File: src/rtl/uart_pkg.sv
// Shared UART definitions: FSM state encoding, parity selectors, legal prescale ratios
// and the 2-of-3 majority voter used by both link directions.
package uart_pkg;

    typedef enum logic [2:0] {
        IDLE   = 3'd0,
        START  = 3'd1,
        DATA   = 3'd2,
        PARITY = 3'd3,
        STOP   = 3'd4
    } uart_state_e;

    localparam logic PAR_EVEN = 1'b0;
    localparam logic PAR_ODD  = 1'b1;

    localparam logic [5:0] PRESC_8  = 6'd8;
    localparam logic [5:0] PRESC_16 = 6'd16;
    localparam logic [5:0] PRESC_32 = 6'd32;

    function automatic logic majority3(input logic a, input logic b, input logic c);
        return (a & b) | (a & c) | (b & c);
    endfunction

endpackage

File: src/rtl/uart_rx_sampler.sv
// Bit-timing engine for the UART receiver: per-bit edge counter, data-bit counter and
// a 3-sample majority voter around the bit centre.
module uart_rx_sampler
    import uart_pkg::*;
#(
    parameter int Data_Width = 8,
    parameter int Prescale_W = 6,
    localparam int BW = (Data_Width > 1) ? $clog2(Data_Width) : 1
) (
    input  logic                  clk_i,
    input  logic                  rst_ni,
    input  logic                  rx_i,
    input  logic [Prescale_W-1:0] presc_i,
    input  logic                  start_i,
    input  logic                  active_i,
    input  logic                  data_phase_i,
    output logic                  sampled_bit_o,
    output logic                  sample_done_o,
    output logic                  bit_end_o,
    output logic [BW-1:0]         bit_cnt_o
);

    localparam logic [Prescale_W-1:0] ONE = Prescale_W'(1);

    logic [Prescale_W-1:0] edge_cnt_q, edge_cnt_d;
    logic [Prescale_W-1:0] half;
    logic [BW-1:0]         bit_cnt_q, bit_cnt_d;
    logic                  s0_q, s0_d;
    logic                  s1_q, s1_d;

    assign half          = presc_i >> 1;
    assign sample_done_o = active_i && (edge_cnt_q == half + ONE);
    assign bit_end_o     = active_i && (edge_cnt_q == presc_i - ONE);
    assign sampled_bit_o = majority3(s0_q, s1_q, rx_i);
    assign bit_cnt_o     = bit_cnt_q;

    // The start-detect cycle is edge 0 of the start bit, so the counter resumes at 1.
    always_comb begin
        edge_cnt_d = edge_cnt_q;
        if (start_i) begin
            edge_cnt_d = ONE;
        end else if (!active_i || bit_end_o) begin
            edge_cnt_d = '0;
        end else begin
            edge_cnt_d = edge_cnt_q + ONE;
        end

        s0_d = s0_q;
        s1_d = s1_q;
        if (active_i && (edge_cnt_q == half - ONE)) s0_d = rx_i;
        if (active_i && (edge_cnt_q == half))       s1_d = rx_i;

        bit_cnt_d = bit_cnt_q;
        if (!data_phase_i) begin
            bit_cnt_d = '0;
        end else if (bit_end_o) begin
            bit_cnt_d = bit_cnt_q + BW'(1);
        end
    end

    always_ff @(posedge clk_i or negedge rst_ni) begin
        if (!rst_ni) begin
            edge_cnt_q <= '0;
            bit_cnt_q  <= '0;
            s0_q       <= 1'b0;
            s1_q       <= 1'b0;
        end else begin
            edge_cnt_q <= edge_cnt_d;
            bit_cnt_q  <= bit_cnt_d;
            s0_q       <= s0_d;
            s1_q       <= s1_d;
        end
    end

endmodule

File: src/rtl/uart_rx.sv
// UART receiver: start detection, LSB-first shift-in, optional parity and stop-bit check,
// with one-cycle Data_Valid / Par_Err / Stp_Err strobes.
module uart_rx
    import uart_pkg::*;
#(
    parameter int Data_Width = 8,
    parameter int Prescale_W = 6
) (
    input  logic                  clk,
    input  logic                  RST,
    input  logic                  RX_In,
    input  logic [Prescale_W-1:0] Prescale,
    input  logic                  Par_En,
    input  logic                  Par_Type,
    output logic [Data_Width-1:0] P_Data,
    output logic                  Data_Valid,
    output logic                  Par_Err,
    output logic                  Stp_Err,
    output logic                  Busy
);

    localparam int BW = (Data_Width > 1) ? $clog2(Data_Width) : 1;
    localparam logic [BW-1:0] LAST_BIT = BW'(Data_Width - 1);

    uart_state_e state_q, state_d;

    logic [Prescale_W-1:0] presc_q, presc_d;
    logic                  par_en_q, par_en_d;
    logic                  par_type_q, par_type_d;
    logic [Data_Width-1:0] shift_q, shift_d;
    logic [Data_Width-1:0] p_data_q, p_data_d;
    logic                  par_bad_q, par_bad_d;
    logic                  valid_q, valid_d;
    logic                  par_err_q, par_err_d;
    logic                  stp_err_q, stp_err_d;

    logic                  start_det, active, data_phase, parity_phase, stop_decide;
    logic                  sampled_bit, sample_done, bit_end;
    logic [BW-1:0]         bit_cnt;

    uart_rx_sampler #(
        .Data_Width (Data_Width),
        .Prescale_W (Prescale_W)
    ) u_sampler (
        .clk_i         (clk),
        .rst_ni        (RST),
        .rx_i          (RX_In),
        .presc_i       (presc_q),
        .start_i       (start_det),
        .active_i      (active),
        .data_phase_i  (data_phase),
        .sampled_bit_o (sampled_bit),
        .sample_done_o (sample_done),
        .bit_end_o     (bit_end),
        .bit_cnt_o     (bit_cnt)
    );

    always_ff @(posedge clk or negedge RST) begin
        if (!RST) state_q <= IDLE;
        else      state_q <= state_d;
    end

    always_comb begin
        state_d = state_q;
        unique case (state_q)
            IDLE:   if (!RX_In) state_d = START;
            START:  begin
                if (sample_done && sampled_bit) state_d = IDLE;
                else if (bit_end)               state_d = DATA;
            end
            DATA:   if (bit_end && (bit_cnt == LAST_BIT)) state_d = par_en_q ? PARITY : STOP;
            PARITY: if (bit_end) state_d = STOP;
            STOP:   if (sample_done) state_d = IDLE;
            default: state_d = IDLE;
        endcase
    end

    always_comb begin
        start_det    = (state_q == IDLE) && !RX_In;
        active       = (state_q != IDLE);
        data_phase   = (state_q == DATA);
        parity_phase = (state_q == PARITY);
        stop_decide  = (state_q == STOP) && sample_done;
        Busy         = active;
    end

    // Frame settings are frozen at start detection; a parity error outranks a stop error.
    always_comb begin
        presc_d    = presc_q;
        par_en_d   = par_en_q;
        par_type_d = par_type_q;
        shift_d    = shift_q;
        par_bad_d  = par_bad_q;
        p_data_d   = p_data_q;
        valid_d    = 1'b0;
        par_err_d  = 1'b0;
        stp_err_d  = 1'b0;

        if (start_det) begin
            presc_d    = Prescale;
            par_en_d   = Par_En;
            par_type_d = Par_Type;
            par_bad_d  = 1'b0;
        end
        if (data_phase && sample_done) shift_d[bit_cnt] = sampled_bit;
        if (parity_phase && sample_done) begin
            par_bad_d = sampled_bit != ((^shift_q) ^ (par_type_q == PAR_ODD));
        end
        if (stop_decide) begin
            if (par_bad_q) begin
                par_err_d = 1'b1;
            end else if (!sampled_bit) begin
                stp_err_d = 1'b1;
            end else begin
                valid_d  = 1'b1;
                p_data_d = shift_q;
            end
        end
    end

    always_ff @(posedge clk or negedge RST) begin
        if (!RST) begin
            presc_q    <= '0;
            par_en_q   <= 1'b0;
            par_type_q <= 1'b0;
            shift_q    <= '0;
            par_bad_q  <= 1'b0;
            p_data_q   <= '0;
            valid_q    <= 1'b0;
            par_err_q  <= 1'b0;
            stp_err_q  <= 1'b0;
        end else begin
            presc_q    <= presc_d;
            par_en_q   <= par_en_d;
            par_type_q <= par_type_d;
            shift_q    <= shift_d;
            par_bad_q  <= par_bad_d;
            p_data_q   <= p_data_d;
            valid_q    <= valid_d;
            par_err_q  <= par_err_d;
            stp_err_q  <= stp_err_d;
        end
    end

    assign P_Data     = p_data_q;
    assign Data_Valid = valid_q;
    assign Par_Err    = par_err_q;
    assign Stp_Err    = stp_err_q;

endmodule
File: config.mk
export PLATFORM = sky130hd
export DESIGN_NAME = uart_rx
export DESIGN_NICKNAME = d
export VERILOG_FILES = /design/src/rtl/uart_pkg.sv /design/src/rtl/uart_rx_sampler.sv /design/src/rtl/uart_rx.sv
export SDC_FILE = /design/constraint.sdc
export NUM_CORES = 1
export LEC_CHECK = 0
export BUFFER_PORTS_ARGS = -buffer_cell sky130_fd_sc_hd__buf_2
export CAP_MARGIN = 25
export CORE_MARGIN = 2
export CORE_UTILIZATION = 40
export CTS_BUF_LIST = sky130_fd_sc_hd__clkbuf_16
export CTS_CLUSTER_SIZE = 30
export DETAILED_ROUTE_END_ITERATION = 8
export SLEW_MARGIN = 20
export SYNTH_ARGS = -nofsm -noshare
export SYNTH_HDL_FRONTEND = slang
export SYNTH_SLANG_ARGS = --single-unit
export TNS_END_PERCENT = 100
File: constraint.sdc
create_clock -name clk -period 3.13 [get_ports clk]
set_input_delay 0.313 -clock clk [delete_from_list [all_inputs] [get_ports clk]]
set_output_delay 0.313 -clock clk [all_outputs]
set_load 0.02 [all_outputs]
# == After elaboration in Yosys (flattened, before gate mapping) ==
# Index checks and enable logic that the tools add are counted.
# op_classes
add_sub_neg,5
n_lt_le_gt_ge,2
n_eq_ne,16
mux,25
bitwise_logic,7
n_reduce_logical,20
# ops
operator,count
$mux 3,9
$eq 6x6->1,3
$pmux 3 s5,1
$mux 6,2
$logic_and 1x1->1,11
$mux 1,11
$bwmux 8,1
$reduce_xor 8->1,1
$add 5x1->6 const B,1
$add 6x1->6 const B,1
$eq 3x2->1 const B,2
$eq 3x3->1 const B,2
$eq 6x5->1,1
$ne 2x1->1 const B,3
$sub 5x1->6 const B,1
$sub 6x1->6 const B,1
$reduce_and 5->1,1
$lt 3x4->1 const B,1
$ne 2x2->1 const B,2
$add 3x1->3 const B,1
$and 1x1->1,3
$demux 1 s3,1
$eq 3x1->1 const B,1
$ge 3x1->1 const B,1
other kinds (11),13
# totals
reg_bits,42
inputBits,11
output_inout_bits,12
word_cells,89

# == Longest topological paths before layout ==
# logic_depth
ltp_word,6
mapped_depth,8
ltp_nobuf,7

# == By module ==
# A second synthesis with hierarchy kept.
# unflattened
cells_unflattened,221
hier_area_um2,2442.3
# modules_own_cells
module,instances,cells_each,area_each_um2,seq_area_each_um2
uart_rx,1,109,1423.9,775.7
uart_rx_sampler,1,112,1018.5,275.3

# == Worst setup path before layout ==
# Ideal clock, no wire load.
# synth_timing
kind,register to register
startpoint,register presc_q[2]
endpoint,register p_data_q[0] (netlist: P_Data[0])
setup_ns,0.125
arrival_ns,2.180
required_time_ns,3.005
slack_ns,0.825
path_stages_with_launch,9
n_path_buf,1
synth_period_minus_slack_ns,2.305
cell_sequence,dfrtp_1 -> buf_2 -> inv_1 -> ha_1 -> xnor2_1 -> nand3_1 -> nand4bb_1 -> nor3_4 -> mux2_2
# synth_between
elab_chain_len,5
# synth_lines
element,line,text
from (decl),uart_rx.sv:27,"logic [Prescale_W-1:0] presc_q, presc_d;"
from (signal assigned),uart_rx.sv:133,presc_q <= presc_d;
$add 5x1->6,uart_rx_sampler.sv:32,assign sample_done_o = active_i && (edge_cnt_q == half + ONE);
$eq 6x6->1,uart_rx_sampler.sv:32,
$logic_and 1x1->1,uart_rx_sampler.sv:32,
$logic_and 1x1->1,uart_rx.sv:83,stop_decide = (state_q == STOP) && sample_done;
$reduce_and 3->1 (no line),--,
to (signal assigned),uart_rx.sv:138,p_data_q <= p_data_d;
to (decl),uart_rx.sv:31,"logic [Data_Width-1:0] p_data_q, p_data_d;"
# Every way passes these cells.
# A chain may end at the register's enable or synchronous reset.

# == Worst setup path in the final report ==
# layout_timing
startpoint,register presc_q[2]
endpoint,register p_data_q[3] (netlist: P_Data[3])
# Same word-level chain as after synthesis.

==> flow_summary_export.csv <==
group,metric,value,unit
power,powerDensity,937,nW/µm²
drt,drtAntennaViolNets,0,
finish,drive_gt1_share,25.8,%
timing,period_minus_slack,2.70,ns
setup_path,critPathKind,"reg -> reg",
yosys,synth_edf_count,0,
drt,wl_per_cell,15.6,µm
floorplan,die_h,83.4,µm
clocking,htree_levels,2,
clocking,cts_tree,"done",
global_routing,grt_first_pass_wirelength,9380,µm
yosys,ys_warn_count,0,
yosys,synth_top_area_share,41.6,%
yosys,syn-cell-area,2520,µm²
global_routing,overflow,0,
placed_design,gp_congestion,0.823,
clocking,clk_path_buf_depth,2,
yosys,syn_nets,261,
yosys,synth-seq-cells,42,
global_routing,antenna_found_initial,0,
global_routing,grt_usage,16.7,%
finish,n_antenna_cell,0,
global_routing,use_met2,27.5,%
floorplan,io-pin-count,23,
setup_path,crit_chain,"inv_1 > ha_1 > xnor2_1 > nand3_1 > nand4bb_1 > nor3_4 > mux2_2",
drt,vias,1917,
timing,finalCritPeriodShare,86.1,%
timing,fin_tns_setup,0,ns
yosys,syn_avg_cell_area,10.4,µm²
run,drv_cap,0,
setup_path,cpMaxStageDelayCell,"dfrtp_1",
timing,slew_headroom,64.7,%
power,power_leakage,0.00131,µW
global_routing,globalRouteMet1Util,22.9,%
yosys,syn_inst,243,
floorplan,die_area,6960,µm²
timing,rsz0062_at_grt,"no",
setup_path,cp-start-kind,"register",
power,p_total,2730,µW
finish,area_growth,15.6,%
placed_design,placed_cells,336,
yosys,synth_most_common_cell,"dfrtp_1",
floorplan,die_w,83.4,µm
yosys,synth_ff_type,"dfrtp_1",
drt,drt-initial-drc-count,105,
timing,setup_violations,0,
floorplan,start_util,41.9,%
global_routing,top_usage_layer,"met2",
global_routing,use_met3,3.48,%
clocking,clockRootBuffer,"clkbuf_16",
clocking,clock-sinks,42,
timing,final_max_slew_viol_count,0,
yosys,synth-seq-area-share,41.6,%
drt,drc_errors,0,
finish,nets,288,
timing,worstMarginPinSlew,0.526,ns
power,ir_drop,519,µV
setup_path,cpPeakStageDelay,0.55,ns
clocking,cts_inserted_buffers,5,
setup_path,cp.required,3.29,ns
yosys,synthTopCellsByArea,"dfrtp_1, mux2_2, xnor2_1, xor2_1, ha_1",
finish,stdcell_area,2920,µm²
placed_design,place_area,2720,µm²
setup_path,cp-end-kind,"register",
finish,n_fill_cell,576,
drt,viasPerCell,5.54,
status,outcome,"finished, final reports clean",
global_routing,grt_max_degree,43,
placed_design,hpwl,3970,µm
floorplan,core-area,6030,µm²
floorplan,rows,28,
global_routing,grt_pass1_vias,1940,
yosys,async_flop_share,100,%
timing,hold_viol,0,
drt,drt_wl_total,5410,µm
placed_design,port_buffers,22,
timing,fin_skew,0.00363,ns
yosys,synth_top_area_cell,"dfrtp_1",
setup_path,arrival,2.86,ns
yosys,synth_cell_type_count,51,
finish,stdcell_count,346,
drt,drtPass1Iterations,4,
yosys,synth_common_cells,"dfrtp_1, mux2_2, nand3_1",
setup_path,cp_max_fo,11,
clocking,cts_setup_buffers,0,
clocking,clk_latency,0.28,ns
clocking,path_clk_slew,0.06,ns
hold_path,hold_path_class,"in -> reg",
timing,fmax,371,MHz
[registers in the layout (all words and copies together), names as in the netlist]
| signal | cells |
|---|---|
| u_sampler.bit_cnt_o | 3 |
| u_sampler.s1_q | 1 |
| par_type_q | 1 |
| shift_q | 8 |
| Stp_Err | 1 |
| Par_Err | 1 |
| state_q | 3 |
| u_sampler.s0_q | 1 |
| P_Data | 8 |
| par_bad_q | 1 |
| presc_q | 6 |
| Data_Valid | 1 |
| par_en_q | 1 |
| u_sampler.edge_cnt_q | 6 |
[area by class of cell]
| class | instances | area, µm² | area share, % |
|---|---|---|---|
| Timing Repair Buffer | 30 | 185 | 6.35 |
| Clock buffer | 5 | 125 | 4.29 |
| Clock inverter | 3 | 41.3 | 1.42 |
| Inverter | 8 | 30.0 | 1.03 |
| Tap cell | 75 | 93.8 | 3.22 |
| Sequential cell | 42 | 1050 | 36.0 |
| Multi-Input combinational cell | 183 | 1390 | 47.7 |
[path summary, 6_finish.rpt]
path / start / to / slack [ns] / cells after the start
max in group asynchronous: RST / u_sampler.bit_cnt_o[1] / 2.18 / 3
hold / removal: Prescale[0] / presc_q[0] / 0.24 / 3
setup / recovery: presc_q[2] / P_Data[3] / 0.43 / 7
min in group asynchronous: RST / state_q[1] / 0.48 / 2
setup reg to reg: presc_q[2] / P_Data[3] / 0.43 / 7
hold reg to reg: P_Data[7] / P_Data[7] / 0.50 / 1
[where the power goes]
part | switching (µW) | internal, µW
combinational | 700 | 557
sequential | 232 | 663
clock | 208 | 373
total | 1140 | 1590
[stage by stage]
step | hold WS (ns) | util, % | setup slack, ns
6_report | 0.235 | 48.4 | 0.434
5_1_grt | 0.261 | 48.4 | 0.208
4_1_cts | 0.235 | 47.9 | 0.423
3_5_place_dp | 0.492 | 45.2 | 0.446
3_3_place_gp | 0.486 | 45.2 | 0.533
2_1_floorplan | 0.0174 | - | 0.825
[cell families after synthesis]
family                   count (synthesis)  synth area share (%)
multiplexers                            24                  10.7
buffers and inverters                   18                  3.22
AO/OA/AOI/OAI                           37                  9.97
adder cells (fa/ha/maj)                  8                  3.87
AND/OR/NAND/NOR                         84                  19.6
flip-flops                              42                  41.6
XOR/XNOR                                30                  11.0
[timing repair]
item	CTS	global route
gates resized for setup	0	0
endpoints found under the hold margin	0	13
hold buffers	0	1
[metal layers]
metal	up-vias	part of all wire [%]
li1	936	-
met1	938	49
met2	37	46
met3	6	4.0
met4	0	0.78
met5	-	0
[placed cells by master, fill, tap and decap left out, drive strengths merged, types with 2 or more instances in the layout]
cell,Yosys,routed
a21boi,2,2
a21oi,8,8
a31oi,2,2
and3,3,3
buf,8,29
clkbuf,2,5
dfrtp,42,42
ha,7,7
inv,8,9
mux2,23,23
nand2,12,12
nand2b,4,4
nand3,16,16
nand4,5,5
nor2,12,12
nor2b,3,3
nor3,8,8
nor3b,3,3
nor4,5,5
nor4b,2,2
o211ai,2,2
o21ai,9,9
o311ai,2,2
o31ai,5,5
or3,4,4
xnor2,17,17
xor2,13,13
[critical path: cells and delay by family, from the launching register on]
kind	cells	cell delay (ns)
and+or+nand+nor	3	0.99
muxes	1	0.39
DFF	1	0.55
buffers and inverters	1	0.13
adders and majority gates	1	0.31
xor gates and xnor gates	1	0.20
Power figures use the tool's default switching activity.
